File: config.mk
export PLATFORM = sky130hd
export DESIGN_NAME = hazard_controller_flat
export DESIGN_NICKNAME = d
export VERILOG_FILES = /design/src/rtl/hazard_pkg.sv /design/src/rtl/hazard_controller_if.sv /design/src/rtl/hazard_stage_reg.sv /design/src/rtl/hazard_controller.sv /design/src/flat_wrapper.sv
export SDC_FILE = /design/constraint.sdc
export NUM_CORES = 1
export LEC_CHECK = 0
export CAP_MARGIN = 20
export CORE_MARGIN = 2
export CORE_UTILIZATION = 50
export CTS_CLUSTER_SIZE = 25
export DETAILED_ROUTE_END_ITERATION = 10
export PLACE_DENSITY = 0.76
export RECOVER_POWER = 25
export REMOVE_ABC_BUFFERS = 1
export SETUP_SLACK_MARGIN = 0.2
export SLEW_MARGIN = 15
export SYNTH_ARGS = -nofsm -noshare
export SYNTH_HDL_FRONTEND = slang
export SYNTH_HIERARCHICAL = 1
export SYNTH_SLANG_ARGS = --single-unit
File: constraint.sdc
create_clock -name clk -period 2.5 [get_ports clk]
set_input_delay 0.75 -clock clk [delete_from_list [all_inputs] [get_ports clk]]
set_output_delay 0.75 -clock clk [all_outputs]
set_load 0.1 [all_outputs]
File: src/rtl/hazard_pkg.sv
// hazard_pkg: shared types, constants and helpers for the LEGv8 hazard/forwarding controller
package hazard_pkg;

    localparam int REG_W = 5;
    localparam int CNT_W = 16;
    localparam logic [REG_W-1:0] ZERO_REG = 5'd31;

    typedef enum logic [1:0] {
        FWD_RF  = 2'b00,
        FWD_MEM = 2'b01,
        FWD_WB  = 2'b10
    } fwd_sel_t;

    typedef struct packed {
        logic             valid;
        logic [REG_W-1:0] rd;
        logic             reg_write;
        logic             mem_read;
        logic             set_flags;
    } stage_ctl_t;

    // True when the stage will architecturally write register r (XZR is never written)
    function automatic logic writes(input stage_ctl_t s, input logic [REG_W-1:0] r);
        return s.valid && s.reg_write && (s.rd == r) && (r != ZERO_REG);
    endfunction

    // Forward select for one source: MEM (if not a load) beats WB as the more recent producer
    function automatic fwd_sel_t fwd_sel(input stage_ctl_t mem, input stage_ctl_t wb,
                                         input logic use_r, input logic [REG_W-1:0] r);
        return !use_r                           ? FWD_RF  :
               (writes(mem, r) && !mem.mem_read) ? FWD_MEM :
               writes(wb, r)                     ? FWD_WB  : FWD_RF;
    endfunction

endpackage

File: src/rtl/hazard_controller_if.sv
// hazard_controller_if: ID-stage decode fields in, stall/flush/forward controls out
interface hazard_controller_if #(parameter int CNT_W = hazard_pkg::CNT_W);
    import hazard_pkg::*;

    logic             id_valid;
    logic [REG_W-1:0] id_rn;
    logic [REG_W-1:0] id_rm;
    logic             id_use_rn;
    logic             id_use_rm;
    logic [REG_W-1:0] id_rd;
    logic             id_reg_write;
    logic             id_mem_read;
    logic             id_set_flags;
    logic             id_read_flags;
    logic             id_is_cbz;
    logic             id_br_taken;
    logic             stall;
    logic             flush_if;
    logic [1:0]       fwd_a;
    logic [1:0]       fwd_b;
    logic [1:0]       cbz_fwd;
    logic             flag_fwd;
    logic [CNT_W-1:0] stall_count;

    modport master (
        output id_valid, id_rn, id_rm, id_use_rn, id_use_rm, id_rd, id_reg_write,
               id_mem_read, id_set_flags, id_read_flags, id_is_cbz, id_br_taken,
        input  stall, flush_if, fwd_a, fwd_b, cbz_fwd, flag_fwd, stall_count
    );

    modport slave (
        input  id_valid, id_rn, id_rm, id_use_rn, id_use_rm, id_rd, id_reg_write,
               id_mem_read, id_set_flags, id_read_flags, id_is_cbz, id_br_taken,
        output stall, flush_if, fwd_a, fwd_b, cbz_fwd, flag_fwd, stall_count
    );

endinterface

File: src/rtl/hazard_stage_reg.sv
// hazard_stage_reg: one shadow pipeline stage of control fields, clearable to a bubble
module hazard_stage_reg
    import hazard_pkg::*;
(
    input  logic       clk,
    input  logic       reset,
    input  logic       bubble_i,
    input  stage_ctl_t d_i,
    output stage_ctl_t q_o
);

    stage_ctl_t ctl_q;

    // Advance every cycle; reset or bubble loads an all-zero (invalid) stage
    always_ff @(posedge clk) begin
        ctl_q <= (reset || bubble_i) ? '0 : d_i;
    end

    assign q_o = ctl_q;

endmodule

File: src/rtl/hazard_controller.sv
// hazard_controller: load-use/CBZ stalls, branch flush and operand/flag forwarding for the 5-stage core
module hazard_controller
    import hazard_pkg::*;
#(
    parameter int CNT_W = hazard_pkg::CNT_W
) (
    input logic          clk,
    input logic          reset,
    hazard_controller_if.slave hz
);

    stage_ctl_t       id_ctl, ex_q, mem_q, wb_q;
    logic [REG_W-1:0] ex_rn_q, ex_rm_q;
    logic             ex_use_rn_q, ex_use_rm_q;
    logic [CNT_W-1:0] count_q, count_d;
    logic             load_use, cbz_stall, stall, ex_bubble;
    logic             unused_bits;

    assign id_ctl = '{
        valid:     hz.id_valid,
        rd:        hz.id_rd,
        reg_write: hz.id_reg_write,
        mem_read:  hz.id_mem_read,
        set_flags: hz.id_set_flags
    };

    assign ex_bubble = stall || !hz.id_valid;

    hazard_stage_reg u_ex  (.clk(clk), .reset(reset), .bubble_i(ex_bubble), .d_i(id_ctl), .q_o(ex_q));
    hazard_stage_reg u_mem (.clk(clk), .reset(reset), .bubble_i(1'b0),      .d_i(ex_q),   .q_o(mem_q));
    hazard_stage_reg u_wb  (.clk(clk), .reset(reset), .bubble_i(1'b0),      .d_i(mem_q),  .q_o(wb_q));

    // EX-only source fields, bubbled together with the EX control shadow
    always_ff @(posedge clk) begin
        if (reset || ex_bubble) begin
            ex_rn_q     <= '0;
            ex_rm_q     <= '0;
            ex_use_rn_q <= 1'b0;
            ex_use_rm_q <= 1'b0;
        end else begin
            ex_rn_q     <= hz.id_rn;
            ex_rm_q     <= hz.id_rm;
            ex_use_rn_q <= hz.id_use_rn;
            ex_use_rm_q <= hz.id_use_rm;
        end
    end

    // Saturating count of stalled cycles
    always_ff @(posedge clk) begin
        count_q <= reset ? '0 : count_d;
    end

    // Stall detection: loads in EX block any reader; CBZ compares in ID so it also waits on EX ALU ops and MEM loads
    always_comb begin
        load_use  = ex_q.mem_read &&
                    ((hz.id_use_rn && writes(ex_q, hz.id_rn)) || (hz.id_use_rm && writes(ex_q, hz.id_rm)));
        cbz_stall = hz.id_is_cbz &&
                    (writes(ex_q, hz.id_rm) || (mem_q.mem_read && writes(mem_q, hz.id_rm)));
        stall     = load_use || cbz_stall;
        count_d   = (stall && !(&count_q)) ? count_q + 1'b1 : count_q;
    end

    assign hz.stall       = stall;
    assign hz.flush_if    = hz.id_valid && hz.id_br_taken && !stall;
    assign hz.fwd_a       = fwd_sel(mem_q, wb_q, ex_use_rn_q, ex_rn_q);
    assign hz.fwd_b       = fwd_sel(mem_q, wb_q, ex_use_rm_q, ex_rm_q);
    assign hz.cbz_fwd     = fwd_sel(mem_q, wb_q, 1'b1, hz.id_rm);
    assign hz.flag_fwd    = hz.id_read_flags && ex_q.valid && ex_q.set_flags;
    assign hz.stall_count = count_q;

    assign unused_bits = ^{mem_q.set_flags, wb_q.mem_read, wb_q.set_flags};

endmodule

File: src/flat_wrapper.sv
// flat-port wrapper written by rule: the top's interface ports become plain ports
module hazard_controller_flat import hazard_pkg::*;
#(
    parameter int CNT_W = hazard_pkg::CNT_W
)
  (clk, reset, hz_id_valid, hz_id_rn, hz_id_rm, hz_id_use_rn, hz_id_use_rm, hz_id_rd, hz_id_reg_write, hz_id_mem_read, hz_id_set_flags, hz_id_read_flags, hz_id_is_cbz, hz_id_br_taken, hz_stall, hz_flush_if, hz_fwd_a, hz_fwd_b, hz_cbz_fwd, hz_flag_fwd, hz_stall_count);
  hazard_controller_if #(.CNT_W(CNT_W)) hz_i ();
  input logic clk;
  input logic reset;
  input wire logic [$bits(hz_i.id_valid)-1:0] hz_id_valid;
  input wire logic [$bits(hz_i.id_rn)-1:0] hz_id_rn;
  input wire logic [$bits(hz_i.id_rm)-1:0] hz_id_rm;
  input wire logic [$bits(hz_i.id_use_rn)-1:0] hz_id_use_rn;
  input wire logic [$bits(hz_i.id_use_rm)-1:0] hz_id_use_rm;
  input wire logic [$bits(hz_i.id_rd)-1:0] hz_id_rd;
  input wire logic [$bits(hz_i.id_reg_write)-1:0] hz_id_reg_write;
  input wire logic [$bits(hz_i.id_mem_read)-1:0] hz_id_mem_read;
  input wire logic [$bits(hz_i.id_set_flags)-1:0] hz_id_set_flags;
  input wire logic [$bits(hz_i.id_read_flags)-1:0] hz_id_read_flags;
  input wire logic [$bits(hz_i.id_is_cbz)-1:0] hz_id_is_cbz;
  input wire logic [$bits(hz_i.id_br_taken)-1:0] hz_id_br_taken;
  output wire logic [$bits(hz_i.stall)-1:0] hz_stall;
  output wire logic [$bits(hz_i.flush_if)-1:0] hz_flush_if;
  output wire logic [$bits(hz_i.fwd_a)-1:0] hz_fwd_a;
  output wire logic [$bits(hz_i.fwd_b)-1:0] hz_fwd_b;
  output wire logic [$bits(hz_i.cbz_fwd)-1:0] hz_cbz_fwd;
  output wire logic [$bits(hz_i.flag_fwd)-1:0] hz_flag_fwd;
  output wire logic [$bits(hz_i.stall_count)-1:0] hz_stall_count;
  assign hz_i.id_valid = hz_id_valid;
  assign hz_i.id_rn = hz_id_rn;
  assign hz_i.id_rm = hz_id_rm;
  assign hz_i.id_use_rn = hz_id_use_rn;
  assign hz_i.id_use_rm = hz_id_use_rm;
  assign hz_i.id_rd = hz_id_rd;
  assign hz_i.id_reg_write = hz_id_reg_write;
  assign hz_i.id_mem_read = hz_id_mem_read;
  assign hz_i.id_set_flags = hz_id_set_flags;
  assign hz_i.id_read_flags = hz_id_read_flags;
  assign hz_i.id_is_cbz = hz_id_is_cbz;
  assign hz_i.id_br_taken = hz_id_br_taken;
  assign hz_stall = hz_i.stall;
  assign hz_flush_if = hz_i.flush_if;
  assign hz_fwd_a = hz_i.fwd_a;
  assign hz_fwd_b = hz_i.fwd_b;
  assign hz_cbz_fwd = hz_i.cbz_fwd;
  assign hz_flag_fwd = hz_i.flag_fwd;
  assign hz_stall_count = hz_i.stall_count;
  hazard_controller #(.CNT_W(CNT_W)) u_core (.clk(clk), .reset(reset), .hz(hz_i));
endmodule
Word level (Yosys, flattened, before mapping) --
Cells that the tools add are included.
Word-level totals: bits in registers 52, bits of input ports 26, output and inout port bits 25, word-level logic and storage cells 80
Operators by class: $add $sub $neg 1, equal/unequal tests 12, mux-type cells 8, reductions and logical operators 42
Operators by type and width (number):
- 5-bit equality test | 8
- 1-bit logical AND | 32
- 5-bit != test, second input constant | 4
- 16-bit by 1-bit adder with 16-bit output, second input constant | 1
- 2-bit two-way mux | 8
- 16-bit AND reduction | 1
- 1-bit logical OR | 5
- 1-bit zero test | 4

Logic depth before layout (Yosys ltp) --
word-level depth 9, depth in mapped cells 8, mapped depth without buffers 6

By module --
The synthesis kept the hierarchy.
By module, submodules not included:
- hazard_controller | times used 1, cells an instance 213, area each 1739.2 sq um, sequential area each 560.5 sq um
- hazard_stage_reg | times used 3, cells an instance 20, area each 315.3 sq um, sequential area each 180.2 sq um

Worst setup path before layout --
OpenSTA, ideal clock, no wires.
path type input to output, start point input port hz_id_rm[2], end point output port hz_cbz_fwd[1], data arrival time 3729 ps, required time 1750 ps, setup slack -1979 ps, stages on the path 5, buffers on the path 0, cell sequence and3_2 -> nand3_1 -> nand3_1 -> nor2_1 -> nor3_1
On the way: longest elaborated chain between the ends 5, elaborated cells on any way between the ends 10, those cells by class eq/ne: 3; mux: 2; reduce/logical: 5
RTL lines:
- start, declared | RTL line flat_wrapper.sv:12 | input wire logic [$bits(hz_i.id_rm)-1:0] hz_id_rm;
- 5-bit equality test | RTL line hazard_pkg.sv:24 | return s.valid && s.reg_write && (s.rd == r) && (r != ZERO_REG);
- 1-bit logical AND (2 in a row) | RTL line hazard_pkg.sv:24
- 2-bit two-way mux / 1-bit logical AND (equally long branches) | RTL line hazard_pkg.sv:32, hazard_pkg.sv:31
- 2-bit two-way mux * | RTL line hazard_pkg.sv:31 | (writes(mem, r) && !mem.mem_read) ? FWD_MEM :
- end, declared | RTL line flat_wrapper.sv:26 | output wire logic [$bits(hz_i.cbz_fwd)-1:0] hz_cbz_fwd;
Every way passes the cells marked *; elsewhere a longest branch is shown, timed or not.

Worst setup path in the final report --
start point input port hz_id_rm[0], end point output port hz_flush_if
On the way: longest elaborated chain between the ends 9, elaborated cells on any way between the ends 16, those cells by class eq/ne: 3; reduce/logical: 13
RTL lines:
- 5-bit equality test | RTL line hazard_pkg.sv:24
- 1-bit logical AND (2 in a row) | RTL line hazard_pkg.sv:24
- 1-bit logical AND, on equally long branches | RTL line hazard_controller.sv:56, hazard_controller.sv:58
- 1-bit logical OR, on equally long branches | RTL line hazard_controller.sv:56, hazard_controller.sv:58
- 1-bit logical AND, on equally long branches | RTL line hazard_controller.sv:55, hazard_controller.sv:57
- 1-bit logical OR * | RTL line hazard_controller.sv:59 | stall = load_use || cbz_stall;
- 1-bit zero test * | RTL line hazard_controller.sv:64 | assign hz.flush_if = hz.id_valid && hz.id_br_taken && !stall;
- 1-bit logical AND * | RTL line hazard_controller.sv:64
- end, declared | RTL line flat_wrapper.sv:23 | output wire logic [$bits(hz_i.flush_if)-1:0] hz_flush_if;
Marks and branches as above.

==> results.toml <==
[finish]
num-fill-cells = 309
final_area_um2 = 3830
fin_nets = 377
multiInputGateArea_um2 = 1720
ff_latch_area_um2 = 1070
drive_gt1_share_pct = 43.9
area_growth_pct = 48.2
diodes = 0

[routing]
drtAntennaViolNets = 0
drtIter0Drc = 253
via_per_inst = 5.82
drc = 0
wirelength_mm = 7.93
wire_per_inst_um = 18.8
dr.pass1.iters = 5
vias = 2451

[outcome]
failed_checks = "negative setup slack"
status = "complete, but fails checks"

[power_and_ir_drop]
combPwrFrac_pct = 12.9
intPower_mw = 1.16
seq_power_share_pct = 55.7
total_leakage_power_nw = 1.45
pwr-share-clk_pct = 31.4
peakVddDrop_mv = 0.434
power_density_nw_per_um2 = 404
total_power_mw = 1.55
power_switching_share_pct = 24.9
net-switching-power_mw = 0.386

[critical_path]
cp_max_fo = 4
cp.arrival_ns = 2.06
end_kind = "output pin"
critPathMaxStageDelay_ns = 0.35
crit_path_top_delay_cell = "nor4_4"
required_ns = 1.75
criticalPathCategory = "in2out"
cp-start-kind = "input port"
cpMostUsedCell = "buf_12"
cp_cell_sequence = "buf_12 -> xor2_4 -> nor4_4 -> nand4_2 -> nand4_1 -> nor2_2 -> buf_12"

[hold_path]
hold_path_class = "reg2reg"

[timing]
clock.fmax_ghz = 0.356
slew_headroom_pct = 25.7
tightest_slew_ns = 1.11
fin_tns_setup_ns = -1.81
drv_slew = 0
layout_min_cycle_time_ns = 2.81
rsz0062_at_grt = "yes"
finalCritPeriodShare_pct = 112
hold_viol = 0
setup_ws_ns = -0.306
finClkSkew_ns = 0.00878
setup_viol = 15

[global_routing]
track_usage_pct = 24.2
grt_first_pass_wirelength_mm = 11.1
antenna_found_initial = 0
grt_pass1_vias = 2297
grt_overflow = 0
grt_max_degree = 41

[place]
io_buffers = 50
hpwlAfterDp_mm = 4.61
gp_congestion = 0.878
place_area_um2 = 3270

[cts]
cts_inserted_buffers = 5
htree_levels = 2
clkSlewWorstSetupHoldPaths_ns = 0.09
cts_sinks = 52
root_buffer = "clkbuf_8"
clock_latency_ns = 0.31
clock_path_buffers = 2
cts_tree = "done"

[floorplanning]
pin_count = 51
die_h_um = 75.9
start_util_pct = 51.3
core_um2 = 5040
dieWidth_um = 75.9
rows = 26
dieArea_um2 = 5770

[synthesis]
synth_area_um2 = 2590
avgSynthCellArea_um2 = 9.69
yosys_warnings = 6
syn_inst = 267

[flow_run]
cap_violations = 0
[cells in the final DEF (no fill, tap or decap), types with 5 or more instances in the layout]
cell type,count
clkbuf_8,6
nor3b_2,20
dfxtp_2,5
buf_2,6
clkdlybuf4s50_1,10
nor2_1,8
xnor2_1,17
nand2_1,16
a21oi_1,5
xor2_1,17
dfxtp_1,41
o21ai_0,5
nand4_1,10
buf_12,12
nand3_1,12
inv_1,5
and2_1,12
nor2_2,5
dfxtp_4,6
a21oi_2,7
buf_6,13
buf_4,38
[layer usage]
metal,vias up,share of wire (%),global-route usage (%)
met5,-,0,0
met4,0,3.7,9.45
met3,37,5.7,4.64
met2,118,50,42.1
met1,1188,41,29.7
li1,1108,-,-
[registers in the layout (all words and copies together) (netlist names)]
| name | count |
|---|---|
| u_core/ex_rm_q | 5 |
| u_core/ex_rn_q | 5 |
| u_core/ex_use_rm_q | 1 |
| u_core/ex_use_rn_q | 1 |
| u_core/hz.stall_count | 16 |
| u_core/u_ex/q_o | 9 |
| u_core/u_mem/q_o | 8 |
| u_core/u_wb/q_o | 7 |
[critical path: cells and delay by family]
family	cells	cell delay [ns]
xor gates and xnor gates	1	0.18
buffers and inverters	2	0.28
and+or+nand+nor	4	0.84
[timing repair]
action / 4_1_cts / 5_1_grt
endpoints found under the hold margin: 0 / 0
pin swaps: 38 / 15
setup endpoints to repair: 45 / 23
resized for setup: 109 / 38
buffers inserted: 12 / 4
hold buffers: 0 / 0
gates cloned: 1 / 0
[final cells by class]
type / instances / share of cell area (%)
clock buffers: 8 / 2.35
inverters: 5 / 0.489
multi-input cells: 201 / 44.9
flip-flops and latches: 52 / 27.9
well taps: 70 / 2.28
repair buffers: 85 / 22.1
[power by group through the flow]
| stage | Clock, mW | Combinational (mW) | Sequential [mW] |
|---|---|---|---|
| CTS | 0.488 | 0.180 | 0.862 |
| detailed placement | 0 | 0.174 | 0.885 |
| finish | 0.486 | 0.199 | 0.863 |
| global route | 0.524 | 0.210 | 0.866 |
| floorplan | 0 | 0.0731 | 0.890 |
| global placement | 0 | 0.170 | 0.884 |
[per-stage QoR]
step | hold slack [ns] | setup WS (ns) | util [%] | instances
detailed placement | 0.489 | -0.760 | 64.9 | 396
CTS | 0.502 | -0.253 | 72.7 | 417
global placement | 0.483 | -0.752 | 64.9 | 396
global route | 0.529 | -0.343 | 76.1 | 421
finish | 0.512 | -0.306 | 76.1 | 421
floorplan | 0.465 | -1.98 | - | 257
[worst paths after layout]
kind | startpoint | to | slack (ns) | cells after the start
hold / removal | u_core/u_mem/q_o[8]$_SDFF_PP0_ | u_core/u_wb/q_o[8]$_SDFF_PP0_ | 0.51 | 1
setup reg to reg | u_core/u_mem/q_o[7]$_SDFF_PP0_ | u_core/hz.stall_count[5]$_SDFFE_PP0P_ | 0.02 | 10
setup / recovery | hz_id_rm[0] | hz_flush_if | -0.31 | 7
hold reg to reg | u_core/u_mem/q_o[8]$_SDFF_PP0_ | u_core/u_wb/q_o[8]$_SDFF_PP0_ | 0.51 | 1
No activity file was read; power rests on OpenSTA's default activity.
